--- src/rtl/rgb565_word_pack.sv ---
// -----------------------------------------------------------------------------
// rgb565_word_pack
//
// Purpose:
//   Packs a stream of RGB565 pixels, two per word, into 32-bit words for the
//   frame-buffer write path. A two-state packer (EMPTY / HALF) pairs pixels.
//   A 2-entry output FIFO absorbs downstream back-pressure. The block also
//   realigns on start-of-frame and counts the words handed off in each frame.
//
// Parameters:
//   FIRST_LOW : 1 -> earlier pixel in [15:0]; 0 -> earlier pixel in [31:16]
//   CNT_W     : width of the per-frame word counter
//
// Optional feature (compile-time macro):
//   PACK_LINE_FLUSH_EN : when defined, an end-of-line pixel that arrives with
//                        the packer EMPTY is flushed at once as a half word.
//                        The other half of that word is zero, so every line
//                        starts word-aligned. When the macro is undefined,
//                        i_pix_eol is ignored.
//
// Ports:
//   i_clk, i_rst_n            : clock, asynchronous active-low reset
//   i_pix_valid / o_pix_ready : input pixel handshake
//   i_pix_sof, i_pix_eol      : first pixel of frame / last pixel of line
//   i_rgbdata_r/g/b           : 5/6/5-bit colour components
//   o_word_valid/i_word_ready : output word handshake
//   o_word_data, o_word_sof   : head word of the output FIFO and its sof flag
//   o_word_cnt                : words handed off in the current frame
// -----------------------------------------------------------------------------
module rgb565_word_pack #(
    parameter int FIRST_LOW = 1,
    parameter int CNT_W     = 20
) (
    input  logic             i_clk,
    input  logic             i_rst_n,
    input  logic             i_pix_valid,
    output logic             o_pix_ready,
    input  logic             i_pix_sof,
    input  logic             i_pix_eol,
    input  logic [4:0]       i_rgbdata_r,
    input  logic [5:0]       i_rgbdata_g,
    input  logic [4:0]       i_rgbdata_b,
    output logic             o_word_valid,
    input  logic             i_word_ready,
    output logic [31:0]      o_word_data,
    output logic             o_word_sof,
    output logic [CNT_W-1:0] o_word_cnt
);

    typedef enum logic {
        S_EMPTY = 1'b0,
        S_HALF  = 1'b1
    } state_t;

    state_t            state_q;
    state_t            state_d;

    logic [15:0]       pix;
    logic              pix_xfer;
    logic              word_xfer;
    logic              flush_eol;

    logic [15:0]       hold_q;
    logic              hold_sof_q;
    logic              hold_load;

    logic              push;
    logic [31:0]       push_data;
    logic              push_sof;

    // Output FIFO: two entries addressed by 1-bit pointers
    logic [1:0][31:0]  buf_data_q;
    logic [1:0]        buf_sof_q;
    logic              wr_ptr_q;
    logic              rd_ptr_q;
    logic [1:0]        occ_q;

    logic [CNT_W-1:0]  cnt_q;

    // Place the earlier / later pixel according to FIRST_LOW
    function automatic logic [31:0] pair(input logic [15:0] early,
                                         input logic [15:0] late);
        if (FIRST_LOW != 0) begin
            return {late, early};
        end
        return {early, late};
    endfunction

    assign pix = {i_rgbdata_r, i_rgbdata_g, i_rgbdata_b};

    // Ready depends only on registered occupancy. This keeps the input
    // side free of a combinational path from i_word_ready.
    assign o_pix_ready  = (occ_q != 2'd2);
    assign o_word_valid = (occ_q != 2'd0);
    assign o_word_data  = buf_data_q[rd_ptr_q];
    assign o_word_sof   = buf_sof_q[rd_ptr_q];
    assign o_word_cnt   = cnt_q;

    assign pix_xfer  = i_pix_valid && o_pix_ready;
    assign word_xfer = o_word_valid && i_word_ready;

`ifdef PACK_LINE_FLUSH_EN
    assign flush_eol = i_pix_eol;
`else
    logic unused_eol;
    assign flush_eol  = 1'b0;
    assign unused_eol = i_pix_eol;
`endif

    // ---------------------------------------------------------------- FSM
    always_ff @(posedge i_clk or negedge i_rst_n) begin
        if (!i_rst_n) begin
            state_q <= S_EMPTY;
        end else begin
            state_q <= state_d;
        end
    end

    always_comb begin
        state_d = state_q;
        case (state_q)
            S_EMPTY: begin
                // A flushed eol pixel is emitted directly, so the packer stays EMPTY
                if (pix_xfer && !flush_eol) begin
                    state_d = S_HALF;
                end
            end
            S_HALF: begin
                // A sof pixel replaces the held pixel and restarts the pair
                if (pix_xfer && !i_pix_sof) begin
                    state_d = S_EMPTY;
                end
            end
            default: state_d = S_EMPTY;
        endcase
    end

    always_comb begin
        hold_load = 1'b0;
        push      = 1'b0;
        push_data = '0;
        push_sof  = 1'b0;
        case (state_q)
            S_EMPTY: begin
                if (pix_xfer) begin
                    if (flush_eol) begin
                        push      = 1'b1;
                        push_data = pair(pix, 16'h0000);
                        push_sof  = i_pix_sof;
                    end else begin
                        hold_load = 1'b1;
                    end
                end
            end
            S_HALF: begin
                if (pix_xfer) begin
                    if (i_pix_sof) begin
                        // The held half-word is dropped without output
                        hold_load = 1'b1;
                    end else begin
                        push      = 1'b1;
                        push_data = pair(hold_q, pix);
                        push_sof  = hold_sof_q;
                    end
                end
            end
            default: ;
        endcase
    end

    // ---------------------------------------------------------- hold register
    always_ff @(posedge i_clk or negedge i_rst_n) begin
        if (!i_rst_n) begin
            hold_q     <= '0;
            hold_sof_q <= 1'b0;
        end else if (hold_load) begin
            hold_q     <= pix;
            hold_sof_q <= i_pix_sof;
        end
    end

    // ------------------------------------------------------------ output FIFO
    // Push cannot coincide with a full FIFO, because ready is low at occupancy 2.
    // A simultaneous push and pop therefore never overwrites the head entry.
    always_ff @(posedge i_clk or negedge i_rst_n) begin
        if (!i_rst_n) begin
            buf_data_q <= '0;
            buf_sof_q  <= '0;
            wr_ptr_q   <= 1'b0;
            rd_ptr_q   <= 1'b0;
            occ_q      <= 2'd0;
        end else begin
            if (push) begin
                buf_data_q[wr_ptr_q] <= push_data;
                buf_sof_q[wr_ptr_q]  <= push_sof;
                wr_ptr_q             <= ~wr_ptr_q;
            end
            if (word_xfer) begin
                rd_ptr_q <= ~rd_ptr_q;
            end
            case ({push, word_xfer})
                2'b10:   occ_q <= occ_q + 2'd1;
                2'b01:   occ_q <= occ_q - 2'd1;
                default: occ_q <= occ_q;
            endcase
        end
    end

    // ------------------------------------------------------- frame word count
    // A sof word starts a new frame, so it counts as word 1 rather than adding to the old count
    always_ff @(posedge i_clk or negedge i_rst_n) begin
        if (!i_rst_n) begin
            cnt_q <= '0;
        end else if (word_xfer) begin
            if (o_word_sof) begin
                cnt_q <= CNT_W'(1);
            end else begin
                cnt_q <= cnt_q + CNT_W'(1);
            end
        end
    end

endmodule

--- config.mk ---
export PLATFORM = sky130hd
export DESIGN_NAME = rgb565_word_pack
export DESIGN_NICKNAME = d
export VERILOG_FILES = /design/src/rtl/rgb565_word_pack.sv
export SDC_FILE = /design/constraint.sdc
export NUM_CORES = 1
export LEC_CHECK = 0
export ABC_AREA = 1
export CAP_MARGIN = 10
export CORE_ASPECT_RATIO = 1.75
export CORE_MARGIN = 2
export CORE_UTILIZATION = 45
export CTS_BUF_LIST = sky130_fd_sc_hd__clkbuf_4 sky130_fd_sc_hd__clkbuf_8
export CTS_CLUSTER_SIZE = 14
export DETAILED_ROUTE_END_ITERATION = 8
export PLACE_DENSITY = 0.69
export SLEW_MARGIN = 20
export SYNTH_ARGS = -nofsm -noshare
export SYNTH_HDL_FRONTEND = slang
export SYNTH_SLANG_ARGS = --single-unit
--- constraint.sdc ---
create_clock -name i_clk -period 2.7 [get_ports i_clk]
set_input_delay 0.27 -clock i_clk [delete_from_list [all_inputs] [get_ports i_clk]]
set_output_delay 0.27 -clock i_clk [all_outputs]
set_load 0.005 [all_outputs]
# After elaboration in Yosys (flattened, before gate mapping)
# Cells that the tools add are included.
# totals
elab_cells	60
regBits	108
# op_classes
muxes	31
addsub	3
n_lt_le_gt_ge	3
n_eq_ne	3
reduce_logical	7
bitwise	3
# ops
cell	count
$mux 32	6
$bwmux 64	1
$pmux 32 s2	1
$demux 32 s1	1
$add 20x1->20 const B	1
$mux 20	1
$mux 1	14
$pmux 1 s2	4
$logic_and 1x1->1	4
$lt 1x2->1 const B	2
$pmux 2 s2	1
$reduce_bool 2->1	2
$not 1->1	3
$add 2x1->2 const B	1
$bwmux 2	1
$eq 2x1->1 const B	1
$eq 2x2->1 const B	1
$ne 2x2->1 const B	1
$sub 2x1->2 const B	1
$demux 1 s1	1
$ge 1x1->1 const B	1
$logic_not 1->1	1

# Depth between registers and ports, before layout
# Gate-level depths: netlist (run 1).
# depth
ltp_word	9
mapped_depth	10
depth_no_buf	9

# Worst setup path before layout (run 1)
# Ideal clock, no wire load.
# synth_timing
path_type	flip-flop to flip-flop
startpoint	register occ_q[0]
endpoint	register occ_q[1]
slack_ns	1.136
synth_period_minus_slack_ns	1.564
arrival_ns	1.438
n_path_buf	1
path_stages_with_launch	8
setup_time_ns	0.125
cell_sequence	dfrtp_1 > nor2_1 > nor2_2 > buf_4 > ha_1 > a21oi_1 > o21ai_0 > xnor2_1
# synth_via
elab_cells_between_ends	12
cone_classes	add/sub: 2; eq/ne: 3; mux: 3; reduce/logical: 4
# synth_lines
element	line	source
from (decl)	76	logic [1:0] occ_q;
from (signal assigned)	202	2'b10: occ_q <= occ_q + 2'd1;
from (signal assigned)	203	2'b01: occ_q <= occ_q - 2'd1;
from (signal assigned)	204	default: occ_q <= occ_q;
$reduce_bool 2->1 *	94	assign o_word_valid = (occ_q != 2'd0);
$logic_and 1x1->1 *	100	assign word_xfer = o_word_valid && i_word_ready;
via word_xfer	60	logic word_xfer;
$eq 2x1->1 / $eq 2x2->1 (equally long branches)	201	case ({push, word_xfer})
$pmux 2 s2 / $reduce_bool 2->1 (equally long branches)	-	
# The timed path passes the listed nets; every way through them passes the cells marked *.
# A chain may end at the register's enable or synchronous reset.

# Final worst setup path (run 1)
# layout_timing
startpoint	register rd_ptr_q
endpoint	output o_word_sof
# layout_via
elab_chain_len	2
# layout_lines
element	line	source
from (decl)	75	logic rd_ptr_q;
from (signal assigned)	199	rd_ptr_q <= ~rd_ptr_q;
$mux 1 (not written as such) (2 in a row)	96	assign o_word_sof = buf_sof_q[rd_ptr_q];
to (decl)	46	output logic o_word_sof,
# Every way passes these cells. The select of a mux whose other input is x is not followed.

==> results.txt, run 1 <==
----------------------------------------------------
[STA]
  Worst relative slew slack ... 0.549
  Slew @ Worst Pin ... 676 ps
  Unrepaired setup endpoints after global routing ... false
  Clock skew after layout ... 11.1 ps
  FMAX ... 0.429 GHz
  Share of the cycle needed by the critical path after routing ... 0.864
  Time the final worst path needs with I/O delays and setup ... 2330 ps
  Total negative slack ... 0 ps
  Hold Violations, Final ... 0
  Worst-case hold slack ... 451 ps
  Final setup violation count ... 0
  Final slew viol count ... 0

[Drt]
  ANT nets after route ... 0
  Vias per cell ... 4.95
  Count of vias placed by the detailed router ... 3,993
  Routed Wire Length ... 11.3 mm
  Number of design-rule violations left by the first detailed-router iteration ... 259
  DR DRC count ... 0
  Drt pass-1 iters ... 5
  Routed wire length per instance ... 14.0 um

[Worst setup path]
  Critical path capture point type ... primary output
  Critical path required time ... 2430 ps
  Worst setup slack for register-to-register paths ... 770 ps
  Signal arrival time at the worst endpoint ... 2060 ps
  FF-to-FF End ... buf_data_q[6]$_DFFE_PN0P_
  Slowest cell on crit path ... sky130_fd_sc_hd__clkdlybuf4s50_1
  Worst Path Class, Setup ... flip-flop to primary output
  Worst setup SP type ... flip-flop
  Cell depth of the worst flop-to-flop path ... 8
  Maximum cell stage delay along the critical path ... 520 ps
  Sequence of cells on the critical path ... inv_2 > nand2_1 > nand2_1 > clkdlybuf4s50_1
  Source of the worst register-to-register timing path ... occ_q[0]$_DFFE_PN0P_
  CP max FO ... 34
  Most common cell type on the critical path ... sky130_fd_sc_hd__nand2_1

[Placement]
  Placed wire-length estimate ... 7.93 mm
  Final weighted congestion in routability-driven placement ... 0.809
  Port bufs ... 75

[Logic synthesis]
  Most frequent cell after synthesis ... sky130_fd_sc_hd__nand2_1
  Synth Area per Inst ... 8.34 um2
  Top flip-flop cell by instance count after synthesis ... sky130_fd_sc_hd__dfrtp_1
  Flip-flop and latch count after synthesis ... 108
  Mapped Nets ... 624
  Synth top area cells ... sky130_fd_sc_hd__dfrtp_1 (54%), sky130_fd_sc_hd__nand2_1 (17%), sky130_fd_sc_hd__o21ai_2 (5.4%)
  Syn Inst Count ... 600
  Share of the yosys chip area belonging to registers ... 0.540
  Top post-synthesis cells by count ... sky130_fd_sc_hd__nand2_1 (228), sky130_fd_sc_hd__dfrtp_1 (108), sky130_fd_sc_hd__inv_1 (51)
  Async set or reset register ratio after synthesis ... 1.00
  Number of enable-type register cells in the synthesized netlist ... 0
  Fraction of post-synthesis cell area in the top cell type by area ... 0.540
  Warning count from the yosys run ... 0
  Synthesized cell area ... 5000 um2
  Count of unique library cells instantiated by Yosys ... 30
  Post-synth top area cell ... sky130_fd_sc_hd__dfrtp_1

[CTS]
  Maximum number of buffers from clock root to sink ... 2
  Cell at the root of the clock tree ... sky130_fd_sc_hd__clkbuf_8
  Clock transition at the registers of the reported paths ... 100 ps
  Number of H-tree levels ... 3
  Hold_buf cts ... 1
  Cts repair resizes ... 0
  CTS tree ... yes
  Num CTS Buffers ... 9
  Clock network latency to the later pin of the worst-skew pair ... 380 ps
  Post-CTS setup repair buffer count ... 0
  Sinks on the clock net ... 108

[Status]
  Status ... finished clean

[Power and ir drop]
  Peak supply drop ... 0.659 mV
  Ratio of total power to cell area ... 1070 nW/um2
  Cell leakage power ... 2.94 nW

[Worst hold path]
  Class of the tightest hold or removal check ... input port to async pin

[Floorplan]
  Row count ... 51
  Die Width ... 83.7 um
  Number of I/O pins ... 77
  Initial core utilization ... 0.456
  Die Ht ... 143 um
  Area enclosed by the die boundary ... 12,000 um2
  Core outline area ... 11,000 um2

[Global routing]
  Overall track demand over capacity in global routing ... 0.199
  Initial antenna violation count ... 0
  Maximum number of pins on one net before global-route repair ... 48
  Total overflow reported by the global router ... 0
  Via count of the first global-routing pass ... 3,905
  Wire length of the first global-routing pass ... 18.9 mm

[Cells and area]
  Share of layout cells above drive strength 1 ... 0.104
  Final layout net count ... 694
  Final antenna diode count ... 0
  Area delta synth->final ... 20.7%

[Run]
  Total of max-cap violations ... 0

----------------------------------------------------
[worst max-delay path: cells and delay by family (launching register included)]
kind | cells | cell delay, ps
and+or+nand+nor | 2 | 250
buffers and inverters | 2 | 1030
DFF | 1 | 410
[cell families (layout without fill, tap and decap cells)]
kind of cell / count (synthesis) / count (layout) / synth area share
DFF: 108 / 108 / 0.540
buffers and inverters: 81 / 156 / 0.0778
xor gates and xnor gates: 3 / 3 / 0.00525
and+or+nand+nor: 305 / 305 / 0.246
AOI/OAI and AO/OA: 101 / 101 / 0.126
adders and majority gates: 2 / 2 / 0.00500
[power by group]
part	internal [mW]	total [mW]	switching, mW
sequential	2.29	2.66	0.361
clock	0.452	1.02	0.568
combinational	1.30	2.76	1.46
total	4.05	6.44	2.39
[how the worst max path moves through the flow]
stage | slack (ps) | startpoint | cells past startpoint | end
2_1_floorplan | 1140 | occ_q[0]$_DFFE_PN0P_ | 7 | occ_q[1]$_DFFE_PN0P_
3_3_place_gp | 570 | i_pix_sof | 6 | buf_data_q[4]$_DFFE_PN0P_
3_5_place_dp | 510 | i_pix_sof | 6 | buf_data_q[6]$_DFFE_PN0P_
4_1_cts | 330 | rd_ptr_q$_DFFE_PN0P_ | 4 | o_word_data[0]
5_1_grt | 210 | rd_ptr_q$_DFFE_PN0P_ | 4 | o_word_sof
6_report | 370 | rd_ptr_q$_DFFE_PN0P_ | 4 | o_word_sof
[metrics by stage]
stage          cells  setup slack [ps]  instance area, um2  power, mW  utilization
2_1_floorplan    600              1140                5000       4.21            -
3_3_place_gp     790               566                5830       5.39        0.531
3_5_place_dp     790               510                5830       5.49        0.531
4_1_cts          807               329                6040       6.53        0.550
5_1_grt          807               213                6040       6.98        0.550
6_report         807               367                6040       6.44        0.550
[state kept, by name, indices dropped and copies added (netlist names)]
| register | cells |
|---|---|
| hold_q | 16 |
| occ_q | 2 |
| buf_data_q | 64 |
| o_word_cnt | 20 |
| state_q | 1 |
| hold_sof_q | 1 |
| rd_ptr_q | 1 |
| wr_ptr_q | 1 |
| buf_sof_q | 2 |
[cells in the final DEF (no fill, tap or decap)]
cell                              netlist  routed
sky130_fd_sc_hd__nand2_1              228     228
sky130_fd_sc_hd__dfrtp_1              108     108
sky130_fd_sc_hd__clkdlybuf4s50_1        0      74
sky130_fd_sc_hd__inv_1                 51      51
sky130_fd_sc_hd__nor2_1                49      49
sky130_fd_sc_hd__o21ai_2               31      31
sky130_fd_sc_hd__o21ai_0               29      29
sky130_fd_sc_hd__o21ai_1               27      27
sky130_fd_sc_hd__nand3_1               12      12
sky130_fd_sc_hd__a21oi_1               11      11
sky130_fd_sc_hd__clkbuf_8               0       9
sky130_fd_sc_hd__buf_4                  1       7
sky130_fd_sc_hd__nor2_2                 4       4
sky130_fd_sc_hd__inv_6                  0       4
sky130_fd_sc_hd__inv_2                  3       3
sky130_fd_sc_hd__nand2_4                2       2
sky130_fd_sc_hd__inv_4                  2       2
sky130_fd_sc_hd__o21bai_1               2       2
sky130_fd_sc_hd__xnor2_1                2       2
sky130_fd_sc_hd__nand4_1                2       2
sky130_fd_sc_hd__nor3_1                 2       2
sky130_fd_sc_hd__nor3b_1                2       2
sky130_fd_sc_hd__ha_1                   2       2
sky130_fd_sc_hd__buf_12                 0       2
sky130_fd_sc_hd__nand2_2                1       1
sky130_fd_sc_hd__nor2_8                 1       1
sky130_fd_sc_hd__nand3_2                1       1
sky130_fd_sc_hd__nand3b_1               1       1
sky130_fd_sc_hd__a21o_1                 1       1
sky130_fd_sc_hd__xor2_1                 1       1
sky130_fd_sc_hd__clkbuf_4               0       1
sky130_fd_sc_hd__bufinv_16              0       1
sky130_fd_sc_hd__clkinv_2               0       1
sky130_fd_sc_hd__dlygate4sd3_1          0       1
[routing by layer]
metal | global-route usage | routed length (um) | share of wire | up-vias
met5 | 0 | 0 | 0 | -
met1 | 0.240 | 4580 | 0.40 | 1864
met4 | 0.0713 | 243 | 0.021 | 0
li1 | - | - | - | 2009
met3 | 0.0276 | 377 | 0.033 | 18
met2 | 0.363 | 6130 | 0.54 | 102
[cell type report]
type | instances | area [um2]
Sequential cell | 108 | 2700
Multi-Input combinational cell | 411 | 1910
Inverter | 56 | 215
Clock buffer | 10 | 131
Fill cell | 1038 | 4940
Timing Repair Buffer | 84 | 843
Tap cell | 132 | 165
Clock inverter | 6 | 70.1
Power figures use the tool's default switching activity.
==> inputs of run 2 (changes only) <==
--- a/config.mk
+++ b/config.mk
@@ -6,9 +6,9 @@
 export NUM_CORES = 1
 export LEC_CHECK = 0
 export ABC_AREA = 1
+export ABC_CLOCK_PERIOD_IN_PS = 2700
 export CAP_MARGIN = 10
 export CORE_ASPECT_RATIO = 1.75
-export CORE_MARGIN = 2
 export CORE_UTILIZATION = 45
 export CTS_BUF_LIST = sky130_fd_sc_hd__clkbuf_4 sky130_fd_sc_hd__clkbuf_8
 export CTS_CLUSTER_SIZE = 14
==> results.txt, run 2 (same netlist as run 1, synthesis figures left out) <==
----------------------------------------------------
[Status]
  Status ... finished clean

[Drt]
  Number of design-rule violations left by the first detailed-router iteration ... 232
  DR DRC count ... 0
  ANT nets after route ... 0
  Count of vias placed by the detailed router ... 4,026
  Vias per cell ... 5.00
  Drt pass-1 iters ... 4
  Routed Wire Length ... 11.2 mm
  Routed wire length per instance ... 13.9 um

[Global routing]
  Maximum number of pins on one net before global-route repair ... 57
  Total overflow reported by the global router ... 0
  Via count of the first global-routing pass ... 3,911
  Wire length of the first global-routing pass ... 18.4 mm
  Overall track demand over capacity in global routing ... 0.212
  Initial antenna violation count ... 0

[CTS]
  Cell at the root of the clock tree ... sky130_fd_sc_hd__clkbuf_8
  Clock network latency to the later pin of the worst-skew pair ... 380 ps
  Num CTS Buffers ... 9
  Clock transition at the registers of the reported paths ... 110 ps
  Number of H-tree levels ... 3
  Cts repair resizes ... 0
  Sinks on the clock net ... 108
  CTS tree ... yes
  Maximum number of buffers from clock root to sink ... 2

[Worst hold path]
  Class of the tightest hold or removal check ... input port to async pin

[Floorplan]
  Area enclosed by the die boundary ... 11,600 um2
  Die Ht ... 141 um
  Die Width ... 81.7 um
  Row count ... 50
  Number of I/O pins ... 77
  Core outline area ... 10,800 um2
  Initial core utilization ... 0.465

[Worst setup path]
  Critical Path Start ... rd_ptr_q$_DFFE_PN0P_
  Slowest cell on crit path ... sky130_fd_sc_hd__clkdlybuf4s50_1
  Source of the worst register-to-register timing path ... rd_ptr_q$_DFFE_PN0P_
  Worst setup SP type ... flip-flop
  Signal arrival time at the worst endpoint ... 2050 ps
  CP bufs+invs ... 2
  Critical path capture point type ... primary output
  CP max FO ... 34
  Worst Path Class, Setup ... flip-flop to primary output
  Sequence of cells on the critical path ... inv_2 > nand2_1 > nand2_1 > clkdlybuf4s50_1
  Maximum cell stage delay along the critical path ... 510 ps
  Most common cell type on the critical path ... sky130_fd_sc_hd__nand2_1
  Critical path required time ... 2430 ps
  Cell family with most CP delay ... buffers and inverters

[Cells and area]
  Final layout net count ... 694
  Leading cell type in the layout, fill and taps excluded ... sky130_fd_sc_hd__nand2_1
  Area delta synth->final ... 20.5%
  Top library cells by usage in the layout, fill and taps aside ... sky130_fd_sc_hd__nand2_1 (228), sky130_fd_sc_hd__dfrtp_1 (108), sky130_fd_sc_hd__clkdlybuf4s50_1 (74), sky130_fd_sc_hd__inv_1 (51), sky130_fd_sc_hd__nor2_1 (49)
  Final cell count without fillers ... 805
  Max FFs per register ... 64
  Top register by number of flip-flops ... buf_data_q
  Final antenna diode count ... 0
  Share of layout cells above drive strength 1 ... 0.104

[STA]
  Slew @ Worst Pin ... 715 ps
  Worst relative slew slack ... 0.523
  Time the final worst path needs with I/O delays and setup ... 2320 ps
  FMAX ... 0.432 GHz
  Final setup violation count ... 0
  Hold Violations, Final ... 0
  Share of the cycle needed by the critical path after routing ... 0.858
  Final worst-path setup slack ... 385 ps
  Clock skew after layout ... 9.15 ps
  Final slew viol count ... 0
  Unrepaired setup endpoints after global routing ... false
  Total negative slack ... 0 ps

[Run]
  Total of max-cap violations ... 0

[Power and ir drop]
  Peak supply drop ... 0.482 mV
  Cell leakage power ... 2.93 nW
  Ratio of total power to cell area ... 1060 nW/um2

[Placement]
  Port bufs ... 75
  Placed wire-length estimate ... 7.84 mm
  Final weighted congestion in routability-driven placement ... 0.824
  Worst Setup Slack post-DPL ... 668 ps
  Cell count after placement ... 788

----------------------------------------------------
## run 2: cell types whose count changed in the layout (fill, tap and decap cells not counted), sizes merged
cell      delta
clkbuf       -1
inv          -1
clkinvlp     +1
bufinv       -1
clkinv       +2
## run 2: layer usage
metal	share of wire	wire length, um	global-route usage
met1	0.42	4700	0.252
met2	0.52	5810	0.364
met3	0.029	326	0.0322
met4	0.030	335	0.102
met5	0	0	0
## run 2: area by class of cell
type | instances | area, um2
fillers | 1017 | 4730
multi-input cells | 411 | 1910
well taps | 130 | 163
clock inverters | 7 | 58.8
repair buffers | 84 | 856
clock buffers | 9 | 124
inverters | 56 | 215
flip-flops and latches | 108 | 2700
## run 2: what timing repair did
action | 4_1_cts | 5_1_grt
buffers inserted | 0 | 0
hold endpoints to repair | 52 | 0
setup endpoints to repair | 0 | 0
hold buffers | 1 | 0
## run 2: path summary, 6_finish.rpt
| check | cells after the start | slack (ps) | end |
|---|---|---|---|
| worst max-delay path | 4 | 380 | o_word_data[8] |
| worst min-delay path | 2 | 470 | o_word_cnt[14]$_DFFE_PN0P_ |
| worst max register to register | 8 | 910 | o_word_cnt[8]$_DFFE_PN0P_ |
| worst min register to register | 2 | 490 | wr_ptr_q$_DFFE_PN0P_ |
| max in group asynchronous | 3 | 1460 | hold_q[6]$_DFFE_PN0P_ |
| min in group i_clk | 3 | 480 | buf_data_q[50]$_DFFE_PN0P_ |
## run 2: worst register-to-register path: cells and delay by family (launching register included)
kind                   cells  cell delay (ps)
buffers and inverters      3              720
flip-flops                 1              400
AND/OR/NAND/NOR            3              390
AO/OA/AOI/OAI              2              170
## run 2: metrics by stage
stage | total power [mW] | util | cell area [um2] | hold WS (ps)
2_1_floorplan | 4.21 | - | 5000 | -25.6
5_1_grt | 6.86 | 0.560 | 6030 | 488
6_report | 6.36 | 0.560 | 6030 | 466
3_5_place_dp | 5.48 | 0.542 | 5840 | 375
4_1_cts | 6.43 | 0.560 | 6030 | 469
3_3_place_gp | 5.36 | 0.542 | 5840 | 358
## run 2: power breakdown
part	total (mW)	switching [mW]	internal [mW]	leakage, nW
sequential	2.66	0.365	2.29	1.37
combinational	2.76	1.44	1.31	1.47
clock	0.947	0.596	0.351	0.0921
